$ cat config.mk
export PLATFORM = sky130hd
export DESIGN_NAME = rx_memory_control_flat
export DESIGN_NICKNAME = d
export VERILOG_FILES = /design/src/rtl/rx_pkg.sv /design/src/rtl/rx_memory_control_if.sv /design/src/rtl/rx_segment_bitmap.sv /design/src/rtl/rx_memory_control.sv /design/src/flat_wrapper.sv
export SDC_FILE = /design/constraint.sdc
export NUM_CORES = 1
export LEC_CHECK = 0
export ABC_AREA = 1
export CORE_UTILIZATION = 55
export CTS_CLUSTER_DIAMETER = 200
export DETAILED_ROUTE_END_ITERATION = 10
export GPL_TIMING_DRIVEN = 0
export PLACE_DENSITY = 0.81
export SYNTH_ARGS = -nofsm -noshare
export SYNTH_HDL_FRONTEND = slang
export SYNTH_HIERARCHICAL = 1
export SYNTH_SLANG_ARGS = --single-unit
$ cat constraint.sdc
create_clock -name clk125MHz -period 6.29 [get_ports clk125MHz]
set_input_delay 0.9435 -clock clk125MHz [delete_from_list [all_inputs] [get_ports clk125MHz]]
set_output_delay 0.9435 -clock clk125MHz [all_outputs]
set_load 0.01 [all_outputs]
$ cat src/rtl/rx_pkg.sv
// Shared definitions for the receive-side frame-buffer writer: FSM state
// encoding, default geometry, segment count and watchdog length.
package rx_pkg;

    localparam int unsigned SEGMENT_NUMBER_MAX_DEF = 5;
    localparam int unsigned BYTES_PER_SEGMENT_DEF  = 1200;
    localparam int unsigned SEG_COUNT              = SEGMENT_NUMBER_MAX_DEF + 1;

    typedef enum logic [2:0] {
        ST_IDLE,
        ST_CHECK,
        ST_WRITE,
        ST_DISCARD,
        ST_COMMIT
    } state_t;

    // A packet that has not seen eop after two segments' worth of cycles is abandoned.
    function automatic int unsigned wdog_len(input int unsigned bytes_per_segment);
        return 2 * bytes_per_segment;
    endfunction

    localparam int unsigned WDOG_CYCLES = wdog_len(BYTES_PER_SEGMENT_DEF);

    function automatic logic [15:0] sat_inc(input logic [15:0] value);
        return (value == 16'hFFFF) ? value : value + 16'd1;
    endfunction

endpackage

$ cat src/rtl/rx_memory_control_if.sv
// Payload stream with packet header fields, as delivered by the frame validator.
interface rx_memory_control_if;

    logic        sop;
    logic [15:0] segment_num;
    logic [7:0]  txid;
    logic [7:0]  aux;
    logic [7:0]  data;
    logic        data_valid;
    logic        eop;
    logic        crc_ok;

    modport master (
        output sop, segment_num, txid, aux, data, data_valid, eop, crc_ok
    );

    modport slave (
        input sop, segment_num, txid, aux, data, data_valid, eop, crc_ok
    );

endinterface

$ cat src/rtl/rx_segment_bitmap.sv
// Per-frame segment coverage vector: test/set by index, bulk clear and a
// registered full flag. 'completes' tells whether setting 'index' now would
// fill the vector, so the caller can act in the same cycle as the set.
module rx_segment_bitmap
    import rx_pkg::*;
#(
    parameter int unsigned NUM_SEGMENTS = SEG_COUNT
) (
    input  logic        clk,
    input  logic        rst_n,
    input  logic        set,
    input  logic        clear,
    input  logic [15:0] index,
    output logic        hit,
    output logic        completes,
    output logic        full
);

    logic [NUM_SEGMENTS-1:0] bits;
    logic [NUM_SEGMENTS-1:0] mask;

    // One-hot decode of the index; out-of-range indices decode to no bit.
    always_comb begin
        mask = '0;
        for (int unsigned i = 0; i < NUM_SEGMENTS; i++) begin
            if (index == 16'(i)) mask[i] = 1'b1;
        end
    end

    assign hit       = |(bits & mask);
    assign completes = &(bits | mask);

    // Coverage storage; clear has priority over set.
    always_ff @(posedge clk or negedge rst_n) begin
        if (!rst_n) begin
            bits <= '0;
            full <= 1'b0;
        end else if (clear) begin
            bits <= '0;
            full <= 1'b0;
        end else if (set) begin
            bits <= bits | mask;
            full <= &(bits | mask);
        end
    end

endmodule

$ cat src/rtl/rx_memory_control.sv
// Receive-side frame-buffer writer: places each validated segment payload at
// segment_num*BYTES_PER_SEGMENT, drops redundant copies, tracks frame coverage.
// Optional statistics counters are built when RX_MEMCTRL_STATS_EN is defined.
module rx_memory_control
    import rx_pkg::*;
#(
    parameter int unsigned SEGMENT_NUMBER_MAX = SEGMENT_NUMBER_MAX_DEF,
    parameter int unsigned BYTES_PER_SEGMENT  = BYTES_PER_SEGMENT_DEF,
    parameter int unsigned ADDR_WIDTH         = 24
) (
    input  logic                  clk125MHz,
    input  logic                  rst_n,
    rx_memory_control_if.slave    rx,
    output logic                  wea,
    output logic [ADDR_WIDTH-1:0] addra,
    output logic [7:0]            dina,
    output logic                  frame_done,
    output logic                  frame_incomplete,
    output logic                  busy
`ifdef RX_MEMCTRL_STATS_EN
    ,
    output logic [15:0]           dup_count,
    output logic [15:0]           crc_err_count,
    output logic [15:0]           drop_count
`endif
);

    localparam int unsigned WDOG_LEN = wdog_len(BYTES_PER_SEGMENT);

    state_t                state;
    logic [15:0]           seg;
    logic                  par;
    logic                  cur_parity;
    logic [15:0]           offset;
    logic                  overflow;
    logic                  crc_lat;
    logic [31:0]           wdog;
    logic [ADDR_WIDTH-1:0] base;

    logic bm_hit, bm_completes, bm_full, bm_set, bm_clear;
    logic par_change, in_range, reject, commit_ok, wdog_abort;

    logic unused_hdr;
    assign unused_hdr = ^{rx.txid, rx.aux[7:1]};

    // seg is latched at sop, so the product is stable for the whole packet;
    // keeping it combinational lets the byte right after sop be written in CHECK.
    assign base = ADDR_WIDTH'(seg) * ADDR_WIDTH'(BYTES_PER_SEGMENT);

    // Per-cycle decisions shared by the FSM, the bitmap and the counters.
    always_comb begin
        par_change = (state == ST_CHECK) && (par != cur_parity);
        in_range   = (seg <= 16'(SEGMENT_NUMBER_MAX));
        reject     = !in_range || (!par_change && bm_hit);
        commit_ok  = (state == ST_COMMIT) && crc_lat && !overflow &&
                     (offset == 16'(BYTES_PER_SEGMENT));
        wdog_abort = ((state == ST_WRITE) || (state == ST_DISCARD)) && !rx.eop &&
                     (wdog == 32'(WDOG_LEN - 1));
        bm_set     = commit_ok;
        bm_clear   = par_change || (commit_ok && bm_completes);
    end

    rx_segment_bitmap #(
        .NUM_SEGMENTS (SEGMENT_NUMBER_MAX + 1)
    ) u_bitmap (
        .clk       (clk125MHz),
        .rst_n     (rst_n),
        .set       (bm_set),
        .clear     (bm_clear),
        .index     (seg),
        .hit       (bm_hit),
        .completes (bm_completes),
        .full      (bm_full)
    );

    // Packet FSM with registered BRAM port and status outputs.
    always_ff @(posedge clk125MHz or negedge rst_n) begin
        if (!rst_n) begin
            state            <= ST_IDLE;
            seg              <= '0;
            par              <= 1'b0;
            cur_parity       <= 1'b0;
            offset           <= '0;
            overflow         <= 1'b0;
            crc_lat          <= 1'b0;
            wdog             <= '0;
            wea              <= 1'b0;
            addra            <= '0;
            dina             <= '0;
            frame_done       <= 1'b0;
            frame_incomplete <= 1'b0;
            busy             <= 1'b0;
        end else begin
            wea              <= 1'b0;
            frame_done       <= 1'b0;
            frame_incomplete <= 1'b0;
            case (state)
                ST_IDLE: begin
                    if (rx.sop) begin
                        seg      <= rx.segment_num;
                        par      <= rx.aux[0];
                        offset   <= '0;
                        overflow <= 1'b0;
                        wdog     <= '0;
                        busy     <= 1'b1;
                        state    <= ST_CHECK;
                    end
                end
                ST_CHECK: begin
                    wdog <= wdog + 32'd1;
                    if (par_change) begin
                        if (bm_full) frame_done <= 1'b1;
                        else         frame_incomplete <= 1'b1;
                        cur_parity <= par;
                    end
                    if (reject) begin
                        state <= ST_DISCARD;
                    end else begin
                        state <= ST_WRITE;
                        if (rx.data_valid) begin
                            wea    <= 1'b1;
                            addra  <= base;
                            dina   <= rx.data;
                            offset <= 16'd1;
                        end
                    end
                end
                ST_WRITE: begin
                    wdog <= wdog + 32'd1;
                    if (rx.data_valid) begin
                        if (offset < 16'(BYTES_PER_SEGMENT)) begin
                            wea    <= 1'b1;
                            addra  <= base + ADDR_WIDTH'(offset);
                            dina   <= rx.data;
                            offset <= offset + 16'd1;
                        end else begin
                            overflow <= 1'b1;
                        end
                    end
                    if (rx.eop) begin
                        crc_lat <= rx.crc_ok;
                        state   <= ST_COMMIT;
                    end else if (wdog_abort) begin
                        busy  <= 1'b0;
                        state <= ST_IDLE;
                    end
                end
                ST_DISCARD: begin
                    wdog <= wdog + 32'd1;
                    if (rx.eop || wdog_abort) begin
                        busy  <= 1'b0;
                        state <= ST_IDLE;
                    end
                end
                ST_COMMIT: begin
                    if (commit_ok && bm_completes) frame_done <= 1'b1;
                    busy  <= 1'b0;
                    state <= ST_IDLE;
                end
                default: begin
                    busy  <= 1'b0;
                    state <= ST_IDLE;
                end
            endcase
        end
    end

`ifdef RX_MEMCTRL_STATS_EN
    // Saturating event counters: duplicates, bad CRCs, and dropped packets.
    always_ff @(posedge clk125MHz or negedge rst_n) begin
        if (!rst_n) begin
            dup_count     <= '0;
            crc_err_count <= '0;
            drop_count    <= '0;
        end else begin
            if (state == ST_CHECK && in_range && reject)
                dup_count <= sat_inc(dup_count);
            if (state == ST_COMMIT && !crc_lat)
                crc_err_count <= sat_inc(crc_err_count);
            if ((state == ST_CHECK && !in_range) ||
                (state == ST_COMMIT && overflow) || wdog_abort)
                drop_count <= sat_inc(drop_count);
        end
    end
`endif

endmodule

$ cat src/flat_wrapper.sv
// flat-port wrapper written by rule: the top's interface ports become plain ports
module rx_memory_control_flat import rx_pkg::*;
#(
    parameter int unsigned SEGMENT_NUMBER_MAX = SEGMENT_NUMBER_MAX_DEF,
    parameter int unsigned BYTES_PER_SEGMENT  = BYTES_PER_SEGMENT_DEF,
    parameter int unsigned ADDR_WIDTH         = 24
)
  (clk125MHz, rst_n, wea, addra, dina, frame_done, frame_incomplete, busy, rx_sop, rx_segment_num, rx_txid, rx_aux, rx_data, rx_data_valid, rx_eop, rx_crc_ok);
  rx_memory_control_if rx_i ();
  input  logic clk125MHz;
  input  logic rst_n;
  output logic wea;
  output logic [ADDR_WIDTH-1:0] addra;
  output logic [7:0] dina;
  output logic frame_done;
  output logic frame_incomplete;
  output logic busy;
  input wire logic [$bits(rx_i.sop)-1:0] rx_sop;
  input wire logic [$bits(rx_i.segment_num)-1:0] rx_segment_num;
  input wire logic [$bits(rx_i.txid)-1:0] rx_txid;
  input wire logic [$bits(rx_i.aux)-1:0] rx_aux;
  input wire logic [$bits(rx_i.data)-1:0] rx_data;
  input wire logic [$bits(rx_i.data_valid)-1:0] rx_data_valid;
  input wire logic [$bits(rx_i.eop)-1:0] rx_eop;
  input wire logic [$bits(rx_i.crc_ok)-1:0] rx_crc_ok;
  assign rx_i.sop = rx_sop;
  assign rx_i.segment_num = rx_segment_num;
  assign rx_i.txid = rx_txid;
  assign rx_i.aux = rx_aux;
  assign rx_i.data = rx_data;
  assign rx_i.data_valid = rx_data_valid;
  assign rx_i.eop = rx_eop;
  assign rx_i.crc_ok = rx_crc_ok;
  rx_memory_control #(.SEGMENT_NUMBER_MAX(SEGMENT_NUMBER_MAX), .BYTES_PER_SEGMENT(BYTES_PER_SEGMENT), .ADDR_WIDTH(ADDR_WIDTH)) u_core (.clk125MHz(clk125MHz), .rst_n(rst_n), .rx(rx_i), .wea(wea), .addra(addra), .dina(dina), .frame_done(frame_done), .frame_incomplete(frame_incomplete), .busy(busy));
endmodule
==> metrics <==
nets@finish 1428; clk sinks between 100 and 150; dpl cells 1477; multi-input logic area ~5000 µm²; gpl congestion between 0.9 and 1; DR vias approximately 8000; f_max ~190 MHz; final worst-path cycle share 83.60%; clk_lat worst skew about 0.42 ns; Root Buffer clkbuf_16; number of fill cells around 1200; worst path required time 6.65 ns; syn avg cell area approximately 7.3 µm²; # diodes 0; status complete, no violations; fraction of final layout cells sized beyond drive strength 1 under 10%; Worst R2R Start u_core/seg[5]; warning count from the yosys run 6; Post CTS Setup Buffer Count 0; Routed WL per cell ~13 µm; Die Width around 130 µm; clk_skew 0.007841 ns; path type of the worst setup path flip-flop to flip-flop; met1 usage 36.40%; H-Tree Depth 4; Starting Density 56.99%; Final ANT Viol Nets 0; CP startpoint kind flip-flop; drc violations 0; DRT Pass-1 Iters 6; Final Critical Period 5.258 ns; core area around 15000 µm²; Slew headroom 43.99%; Final Hold Vio Count 0; synthesized area between 8000 and 9000 µm²; port bufs 66; Max Root-Sink Buffers 2; r2r worst-path depth 24; leading cell type in the layout, fill and taps excluded nand2_1; Total GRT Usage approximately a quarter; reg2reg setup slack between 1 and 1.5 ns; synth unique cells 50; ranking of synthesized cells by area dfrtp_1 (33%), nand2_1 (14%), ha_1 (10%); most frequent cells in the layout nand2_1 (323), inv_1 (216), dfrtp_1 (114); sequential area share after synthesis 32.57%; Mapped Nets roughly 1300; Die H about 130 µm; Synth area leader dfrtp_1; clk slew on worst S/H paths 0.06 ns; GRT busiest layer met2; fin cells around 1500; Top FF cell, synth dfrtp_1; Worst Path Arrival ~5.6 ns; synthesized flop and latch total ~110; GRT overflow 0; RR Endpoint u_core/addra[18]; met3 Use GR under 10%; initial antenna violation count 0; CP Capture Point u_core/addra[18]; CTS tree done; # IOs just over 80; crit path max fanout 7; Total Die Area 16440 µm²; final-report max-slew violation count 0; vias in the first global route 7559; MaxCap Viol Count 0; setup TNS 0 ns; area delta synth->final 18.34%; # hold bufs at CTS 0; Vias/cell around 5.3; final setup fails 0; Hold Path Class flip-flop to flip-flop; CTS Buf Count 17; Post-synth ARST share 100.0%; RSZ-0062 raised after global routing no; post-detail-place hpwl around 15000 µm; 1st-iter DRT viols between 600 and 700; Critical Path Sink Type flip-flop; first-pass GRT wire length between 30000 and 40000 µm; PostCTS Resize Cnt 0; register area roughly 2900 µm²; met2 usage about two fifths; crit path launch u_core/seg[5]; Cell Rows 45; Worst Tran Pin Value approximately 0.83 ns; final wirelength between 20000 and 25000 µm; EDFF count, synth 0; Yosys top cell area share between 30% and 40%; Synth Instances ~1200; largest net degree at the start of global routing between 60 and 70
[critical path, cell delays in order, from the launching register on]
cell and delay (ns):
dfrtp_1 0.49, ha_1 0.35, ha_1 0.30, fa_1 0.53, inv_1 0.05, fa_1 0.50
inv_1 0.04, ha_1 0.35, nand2_1 0.09, nand2_1 0.06, nand2_1 0.05, nand2_1 0.06
a31o_2 0.22, xnor2_1 0.29, inv_1 0.14, ha_1 0.35, inv_1 0.08, nor3_1 0.24
nand3_1 0.11, and3_1 0.21, nor2_1 0.32, nand2_1 0.11, nand3_1 0.09, nand3_1 0.09
nand2_1 0.07
[cells by family after synthesis]
kind of cell | Yosys count | synth area share (%)
mux | 3 | 0.3428
compound gates | 147 | 9.027
fa+ha+maj | 97 | 15.91
buf+inv | 239 | 10.54
flops | 114 | 32.57
simple gates | 572 | 29.01
xor+xnor | 26 | 2.600
[metrics by stage]
step                      hold WS [ns]  instance area [µm²]  setup WS [ns]  utilization (%)
after detailed placement        0.4499                 9723          1.181            63.26
after global routing            0.4846                10370         0.6683            67.44
after global placement          0.4377                 9684        -0.1093            63.00
after floorplan                 0.4176                 8760          1.714                -
after CTS                       0.4554                10370          1.045            67.44
final                           0.4595                10370          1.032            67.44
[worst min-delay path by stage]
| stage | depth (start not counted) | to | startpoint |
|---|---|---|---|
| floorplan | 1 | u_core/frame_incomplete | u_core/u_bitmap/full |
| detailed placement | 1 | u_core/frame_incomplete | u_core/u_bitmap/full |
| CTS | 1 | u_core/frame_incomplete | u_core/u_bitmap/full |
| finish | 1 | u_core/frame_incomplete | u_core/u_bitmap/full |
| global route | 1 | u_core/frame_incomplete | u_core/u_bitmap/full |
| global placement | 1 | u_core/frame_incomplete | u_core/u_bitmap/full |
[cells in the mapped netlist (7+ instances only)]
cell	count
o21ai_0	58
a21oi_1	53
nor2_1	77
inv_1	216
dfrtp_1	114
fa_1	24
xor2_1	21
nor2_2	9
clkbuf_1	7
nand3_1	63
nand2_1	323
ha_1	73
nor3_1	30
o21ai_1	12
o22ai_1	8
nand4_1	28
nor4_1	9
[final cells by class]
class                      instances  share of cell area [%]
clock buffer                      22                   4.768
multi-input combinational        845                   48.07
sequential                       114                   27.52
tap                              211                   2.547
timing repair buffer              68                   6.747
buffer                            16                  0.7966
clock inverter                     8                   1.436
inverter                         223                   8.111
[flip-flops by register name, indices dropped and copies added, names as in the netlist, 3 cells and up]
register              cells
u_core/u_bitmap/bits      6
u_core/wdog              32
u_core/offset            16
u_core/state              3
u_core/seg               16
u_core/dina               8
u_core/addra             24
[layer usage]
layer / part of all wire (%) / wire length (µm) / up-vias
li1: - / - / 4013
met1: 47 / 9505 / 3702
met2: 45 / 9102 / 294
met3: 6.4 / 1294 / 32
met4: 1.9 / 395 / 0
met5: 0 / 0 / -
Power is not shown: default switching activity piles up to over one toggle a cycle in this logic, so the estimate is an artifact.
